File: src/rtl/rx_if.sv
// rtl/rx_if.sv - host-side signal bundle for the rx serial receiver
//   en      : baud oversample tick, one clk wide, OSR ticks per bit
//   RxD     : serial line, idle high, asynchronous to clk
//   clr_rda : host has consumed data; clears rda (and ferr)
//   data    : last correctly framed received byte
//   rda     : received data available flag
//   ferr    : framing error flag, only when SPART_RX_FERR_EN is defined
// master modport = host/bench side, slave modport = receiver side.
interface rx_if;
  logic       en;
  logic       RxD;
  logic       clr_rda;
  logic [7:0] data;
  logic       rda;
`ifdef SPART_RX_FERR_EN
  logic       ferr;

  modport master (output en, RxD, clr_rda, input data, rda, ferr);
  modport slave  (input en, RxD, clr_rda, output data, rda, ferr);
`else
  modport master (output en, RxD, clr_rda, input data, rda);
  modport slave  (input en, RxD, clr_rda, output data, rda);
`endif
endinterface

File: src/rtl/rx.sv
// rtl/rx.sv - 8N1 serial receiver with oversampled start/bit/stop sampling
//   Parameter OSR : en ticks per bit period (power of two, 4..16)
//   clk           : single clock, rising edge
//   rst           : asynchronous active-high reset
//   bus (rx_if.slave) : en, RxD, clr_rda in; data, rda (and ferr) out
//   Optional macro SPART_RX_FERR_EN adds the ferr framing-error flag.
module rx #(
  parameter int OSR = 16
) (
  input  logic clk,
  input  logic rst,
  rx_if.slave  bus
);
  localparam int            CW      = $clog2(OSR);
  localparam logic [CW-1:0] HALF_M1 = CW'(OSR / 2 - 1);
  localparam logic [CW-1:0] FULL_M1 = CW'(OSR - 1);
  localparam logic [CW-1:0] CNT_ONE = CW'(1);

  typedef enum logic [1:0] {IDLE, START, DATA, STOP} state_t;

  state_t        r_state, w_state;
  logic [1:0]    r_sync;
  logic          w_rxd_s;
  logic [CW-1:0] r_cnt, w_cnt;
  logic [2:0]    r_bit, w_bit;
  logic [7:0]    r_shift, w_shift;
  logic [7:0]    r_data, w_data;
  logic          r_rda, w_rda;
  logic          r_armed, w_armed;
  logic          w_cnt_zero;
`ifdef SPART_RX_FERR_EN
  logic          r_ferr, w_ferr;
`endif

  assign w_rxd_s    = r_sync[1];
  assign w_cnt_zero = (r_cnt == '0);

  always_ff @(posedge clk or posedge rst) begin
    if (rst) begin
      r_sync  <= 2'b11;
      r_state <= IDLE;
      r_cnt   <= '0;
      r_bit   <= 3'd0;
      r_shift <= 8'h00;
      r_data  <= 8'h00;
      r_rda   <= 1'b0;
      r_armed <= 1'b1;
`ifdef SPART_RX_FERR_EN
      r_ferr  <= 1'b0;
`endif
    end else begin
      r_sync  <= {r_sync[0], bus.RxD};
      r_state <= w_state;
      r_cnt   <= w_cnt;
      r_bit   <= w_bit;
      r_shift <= w_shift;
      r_data  <= w_data;
      r_rda   <= w_rda;
      r_armed <= w_armed;
`ifdef SPART_RX_FERR_EN
      r_ferr  <= w_ferr;
`endif
    end
  end

  always_comb begin
    w_state = r_state;
    w_cnt   = r_cnt;
    w_bit   = r_bit;
    w_shift = r_shift;
    w_data  = r_data;
    w_armed = r_armed;
    // Host clear applies first so that a same-edge good stop overrides it.
    w_rda   = r_rda & ~bus.clr_rda;
`ifdef SPART_RX_FERR_EN
    w_ferr  = r_ferr & ~bus.clr_rda;
`endif
    if (bus.en) begin
      case (r_state)
        IDLE: begin
          if (w_rxd_s) begin
            w_armed = 1'b1;
          end else if (r_armed) begin
            // Half a bit to land the start sample mid-bit.
            w_state = START;
            w_cnt   = HALF_M1;
          end
        end
        START: begin
          if (w_cnt_zero) begin
            if (!w_rxd_s) begin
              w_state = DATA;
              w_cnt   = FULL_M1;
              w_bit   = 3'd0;
            end else begin
              w_state = IDLE;
            end
          end else begin
            w_cnt = r_cnt - CNT_ONE;
          end
        end
        DATA: begin
          if (w_cnt_zero) begin
            w_shift = {w_rxd_s, r_shift[7:1]};
            w_cnt   = FULL_M1;
            w_bit   = r_bit + 3'd1;
            if (r_bit == 3'd7) w_state = STOP;
          end else begin
            w_cnt = r_cnt - CNT_ONE;
          end
        end
        STOP: begin
          if (w_cnt_zero) begin
            w_state = IDLE;
            if (w_rxd_s) begin
              w_data = r_shift;
              w_rda  = 1'b1;
`ifdef SPART_RX_FERR_EN
              w_ferr = 1'b0;
`endif
            end else begin
              // Bad stop: wait for the line to return high before the
              // next start so a held-low break cannot spawn frames.
              w_armed = 1'b0;
`ifdef SPART_RX_FERR_EN
              w_ferr  = 1'b1;
`endif
            end
          end else begin
            w_cnt = r_cnt - CNT_ONE;
          end
        end
        default: w_state = IDLE;
      endcase
    end
  end

  assign bus.data = r_data;
  assign bus.rda  = r_rda;
`ifdef SPART_RX_FERR_EN
  assign bus.ferr = r_ferr;
`endif

endmodule

File: src/flat_wrapper.sv
// flat-port wrapper written by rule: the top's interface ports become plain ports
module rx_flat 
#(
  parameter int OSR = 16
)
  (clk, rst, bus_en, bus_RxD, bus_clr_rda, bus_data, bus_rda);
  rx_if bus_i ();
  input  logic clk;
  input  logic rst;
  input wire logic [$bits(bus_i.en)-1:0] bus_en;
  input wire logic [$bits(bus_i.RxD)-1:0] bus_RxD;
  input wire logic [$bits(bus_i.clr_rda)-1:0] bus_clr_rda;
  output wire logic [$bits(bus_i.data)-1:0] bus_data;
  output wire logic [$bits(bus_i.rda)-1:0] bus_rda;
  assign bus_i.en = bus_en;
  assign bus_i.RxD = bus_RxD;
  assign bus_i.clr_rda = bus_clr_rda;
  assign bus_data = bus_i.data;
  assign bus_rda = bus_i.rda;
  rx #(.OSR(OSR)) u_core (.clk(clk), .rst(rst), .bus(bus_i));
endmodule
File: config.mk
export PLATFORM = sky130hd
export DESIGN_NAME = rx_flat
export DESIGN_NICKNAME = d
export VERILOG_FILES = /design/src/rtl/rx_if.sv /design/src/rtl/rx.sv /design/src/flat_wrapper.sv
export SDC_FILE = /design/constraint.sdc
export NUM_CORES = 1
export LEC_CHECK = 0
export ABC_CLOCK_PERIOD_IN_PS = 3690
export BUFFER_PORTS_ARGS = -buffer_cell sky130_fd_sc_hd__buf_2
export CAP_MARGIN = 15
export CORE_ASPECT_RATIO = 1.25
export CORE_MARGIN = 3
export CORE_UTILIZATION = 56
export CTS_BUF_LIST = sky130_fd_sc_hd__clkbuf_2
export DETAILED_ROUTE_END_ITERATION = 16
export GPL_TIMING_DRIVEN = 0
export PLACE_DENSITY_LB_ADDON = 0.12
export RECOVER_POWER = 50
export SLEW_MARGIN = 30
export SYNTH_ARGS = -nofsm -noshare
export SYNTH_HDL_FRONTEND = slang
export SYNTH_SLANG_ARGS = --single-unit
File: constraint.sdc
create_clock -name clk -period 3.69 [get_ports clk]
set_clock_uncertainty 0.05 [all_clocks]
set_input_delay 0.1845 -clock clk [delete_from_list [all_inputs] [get_ports clk]]
set_output_delay 0.1845 -clock clk [all_outputs]
set_load 0.01 [all_outputs]
Word-level counts from Yosys, hierarchy flattened:

Index checks and enable logic that the tools add are counted.

* memories: 0
* bits of input ports: 5
* memory bits (read-only): 0
* flip-flop bits (word level): 29
* memory bits (writable): 0
* word-level logic and storage cells: 64
* output and inout bits: 9
* latch bits: 0

* add/sub/neg operators: 2
* reductions and logical operators: 10
* muxes and demuxes: 27
* divide/modulo/power cells: 0
* eq/ne operators: 15
* bitwise operators: 2
* multipliers: 0
* order comparisons: 0
* shifts and indexed selects: 0

Operator list (number)
* 4-bit 2-to-1 mux: 6
* 4-bit one-hot mux with 4 select lines: 1
* 5-bit AND reduction: 3
* 2-bit 2-to-1 mux: 7
* 2-bit by 1-bit != test with 1-bit output, second input constant: 6
* 3-bit 2-to-1 mux: 3
* 2-bit != test, second input constant: 4
* 2-bit one-hot mux with 4 select lines: 1
* 1-bit 2-to-1 mux: 7
* 7-bit AND reduction: 1
* 3-bit one-hot mux with 2 select lines: 1
* 2-bit == test, second input constant: 2
* 4-bit logical NOT: 1
* 4-bit AND reduction: 1
* 2-bit nonzero test: 2
* 4-bit by 1-bit subtractor with 4-bit output, second input constant: 1
* 3-bit by 1-bit adder with 3-bit output, second input constant: 1
* 3-bit == test, second input constant: 1
* 3-bit != test, second input constant: 1
* 3-bit AND reduction: 1
* 2-bit by 1-bit == test with 1-bit output, second input constant: 1
* 2-bit logical NOT: 1
* 1-bit one-hot mux with 2 select lines: 1
* 1-bit AND: 1
* 1-bit inverter: 1

Logic depth before layout (Yosys ltp):

* depth after elaboration: 6
* gate-level depth with buffers: 6
* depth with buffers taken out: 6

Worst setup path before layout:

Ideal clock, no wire load.

* kind: flip-flop to flip-flop
* start point: reg u_core.r_cnt[0]
* end point: reg u_core.r_data[0] (netlist: u_core.bus.data[0])
* setup time: 125 ps
* clock period less this slack: 1716 ps
* data arrival time: 1541 ps
* stages on the path, launching flop included: 7
* setup slack: 1974 ps
* buffers on the path: 1
* cell sequence: dfrtp_1 -> inv_1 -> ha_1 -> nor3b_4 -> and4_4 -> buf_12 -> mux2_4

* word-level cells in the longest chain between the ends: 2

RTL lines
* from (decl): RTL line rx.sv:24 `logic [CW-1:0] r_cnt, w_cnt;`
* from (signal assigned): RTL line rx.sv:54 `r_cnt <= w_cnt;`
* 4-bit logical NOT: RTL line rx.sv:36 `assign w_cnt_zero = (r_cnt == '0);`
* 4-bit AND reduction (no line)
* to (signal assigned): RTL line rx.sv:57 `r_data <= w_data;`
* to (decl): RTL line rx.sv:27 `logic [7:0] r_data, w_data;`

Every way passes these cells.
A chain may end at the register's enable or synchronous reset.

Worst setup path in the final report:

* start point: reg u_core.r_cnt[0]
* end point: reg u_core.r_data[4] (netlist: u_core.bus.data[4])

Same word-level chain as after synthesis.

==> run metrics <==
Synthesized Nets 119; Peak VDD IR 0.371 mV; Mean Syn Cell Area 13.1 µm²; Pwr Total 0.812 mW; initial antenna violation count 0; synthesized cell area 0.00140 mm²; Worst Tran Pin Value 1.07 ns; Final WS setup 1.77 ns; CTS max path bufs 2; Die Y 61.9 µm; Max-slew headroom 0.288; Place WS 1.81 ns; Residual DRC 0; Max Freq 521 MHz; Synth Area in Adders 0.0626; Final ANT Viol Nets 0; HP Class input port to flip-flop; Routability Congestion 0.805; # IOs 14; Post-Layout Cell Count 161; Post-synth EDFFs 0; final setup violation count 0; compound-gate portion of the synthesized area 0.0938; crit path kind flip-flop to flip-flop; post-route cell area 0.00156 mm²; CTS hold repair buffers 2; first-pass GRT wire length 3.82 mm; # rows 19; clock sink total 29; drt first pass iters 4; power density over the cells 520 mW/mm²; Avg WL per Cell 13.5 µm; final net count 141; post-CTS sizing 0; Reg clk slew, reported paths 0.14 ns; DP HPWL 1.54 mm; Worst R2R Path Depth 6; CTS tree yes; Synth Area in XOR/XNOR 0; period utilization 0.520; Core ar. 0.00228 mm²; WL final 2.18 mm; # diodes 0; hold slack 0.0527 ns; Skew-Pair Late Insertion Delay 0.35 ns; routed vias 886; Worst setup SP type flip-flop; main combinational cell family by area after synthesis multiplexers; Static Leak 0.811 nW; Hold Path Depth 3; Maximum Capacitance Violations 0; Port Buffers 13; post-synthesis mux area share 0.181; most frequent cells in the layout 26 x dfrtp_1, 11 x buf_2, 10 x mux2_1, 9 x inv_1, 8 x mux2_4; YS warnings 0; CTS buffer count 5; sequential area share after synthesis 0.521; largest net degree at the start of global routing 30; total track usage 0.171; Mapped Cells 107; die width 50.7 µm; signal arrival time at the worst endpoint 2.12 ns; commonest non-fill, non-tap cell in the layout dfrtp_1; H-tree Lvls 2; Synth cell types 36; Worst setup EP type flip-flop; Crit path required time 3.89 ns; post-CTS setup repair buffer count 0; ys flop type dfrtp_1; remaining global-route overflow 0; setup TNS 0 ns; Inst Count DP 151; Syn-to-layout area delta 11.5%; Die ar. 0.00314 mm²; minimum clock period 1.92 ns; initial core utilization 0.613; final core occ 0.684; vias per inst 5.50; #FFs+latches synth 29; Final Hold Viols 0; DRT iter0 DRCs 15; RSZ-0062 raised after global routing false; simple-gate portion of the synthesized area 0.0974; Slew Limit Fails 0; dpl cell area 0.00150 mm²; ys async rst share 1.00; Root Buffer clkbuf_2; maximum fanout along the worst path 9; layout cells sized above 1 0.277; status completed; vias in the first global route 879
==> critical path, stage by stage (launching register included) <==
cell and delay (ns):
dfrtp_1 0.44, inv_1 0.07, ha_1 0.24, nor3b_4 0.30, and4_4 0.27, buf_12 0.13
mux2_4 0.30
==> final timing paths <==
kind	endpoint	startpoint	slack (ns)
max reg2reg	u_core.bus.data[4]$_DFFE_PP0P_	u_core.r_cnt[0]$_DFFE_PP0P_	1.77
min	u_core.bus.rda$_DFF_PP0_	bus_clr_rda	0.05
min reg2reg	u_core.r_sync[1]$_DFF_PP1_	u_core.r_sync[0]$_DFF_PP1_	0.32
max	u_core.bus.data[4]$_DFFE_PP0P_	u_core.r_cnt[0]$_DFFE_PP0P_	1.77
max in group asynchronous	async pin	rst	2.37
min in group asynchronous	u_core.r_cnt[2]$_DFFE_PP0P_	rst	0.58
==> synth_stat cells, drive strengths merged (2+ instances only) <==
cell | number | share of area
o21ai | 5 | 0.018
a21oi | 4 | 0.017
a22o | 2 | 0.013
nand2b | 3 | 0.013
dfrtp | 26 | 0.46
mux2 | 19 | 0.17
inv | 9 | 0.024
nor3b | 2 | 0.019
buf | 2 | 0.020
a31oi | 3 | 0.013
dfstp | 3 | 0.056
and2 | 2 | 0.0089
ha | 7 | 0.063
nor2 | 4 | 0.011
==> metal layers <==
metal / track usage / up-vias / share of wire
li1: - / 431 / -
met1: 0.180 / 430 / 0.43
met2: 0.291 / 21 / 0.50
met3: 0.0811 / 4 / 0.054
met4: 0.0846 / 0 / 0.017
met5: 0 / - / 0
==> logic make-up after synthesis <==
group	count (synthesis)
AO/OA/AOI/OAI	20
adder cells (fa/ha/maj)	7
buffers and inverters	11
flip-flops	29
multiplexers	20
AND/OR/NAND/NOR	20
==> report_power, final <==
group          internal [mW]  switching, mW
Combinational          0.117         0.0998
Sequential             0.382         0.0592
Clock                 0.0476          0.106
==> state kept, by name, summed over array words and instances (netlist names), named ones only <==
register,cells
u_core.r_state,1
u_core.r_bit,3
u_core.r_sync,2
u_core.r_shift,8
u_core.r_armed,1
u_core.bus.data,8
u_core.r_cnt,4
u_core.bus.rda,1
==> final cells by class <==
| class | count | area (µm²) |
|---|---|---|
| tap | 31 | 38.8 |
| clock inverter | 2 | 10.0 |
| timing repair buffer | 15 | 82.6 |
| fill | 197 | 721 |
| inverter | 9 | 33.8 |
| sequential | 29 | 729 |
| buffer | 2 | 27.5 |
| clock buffer | 6 | 30.0 |
| multi-input combinational | 67 | 609 |
(Power assumes the default switching activity.)
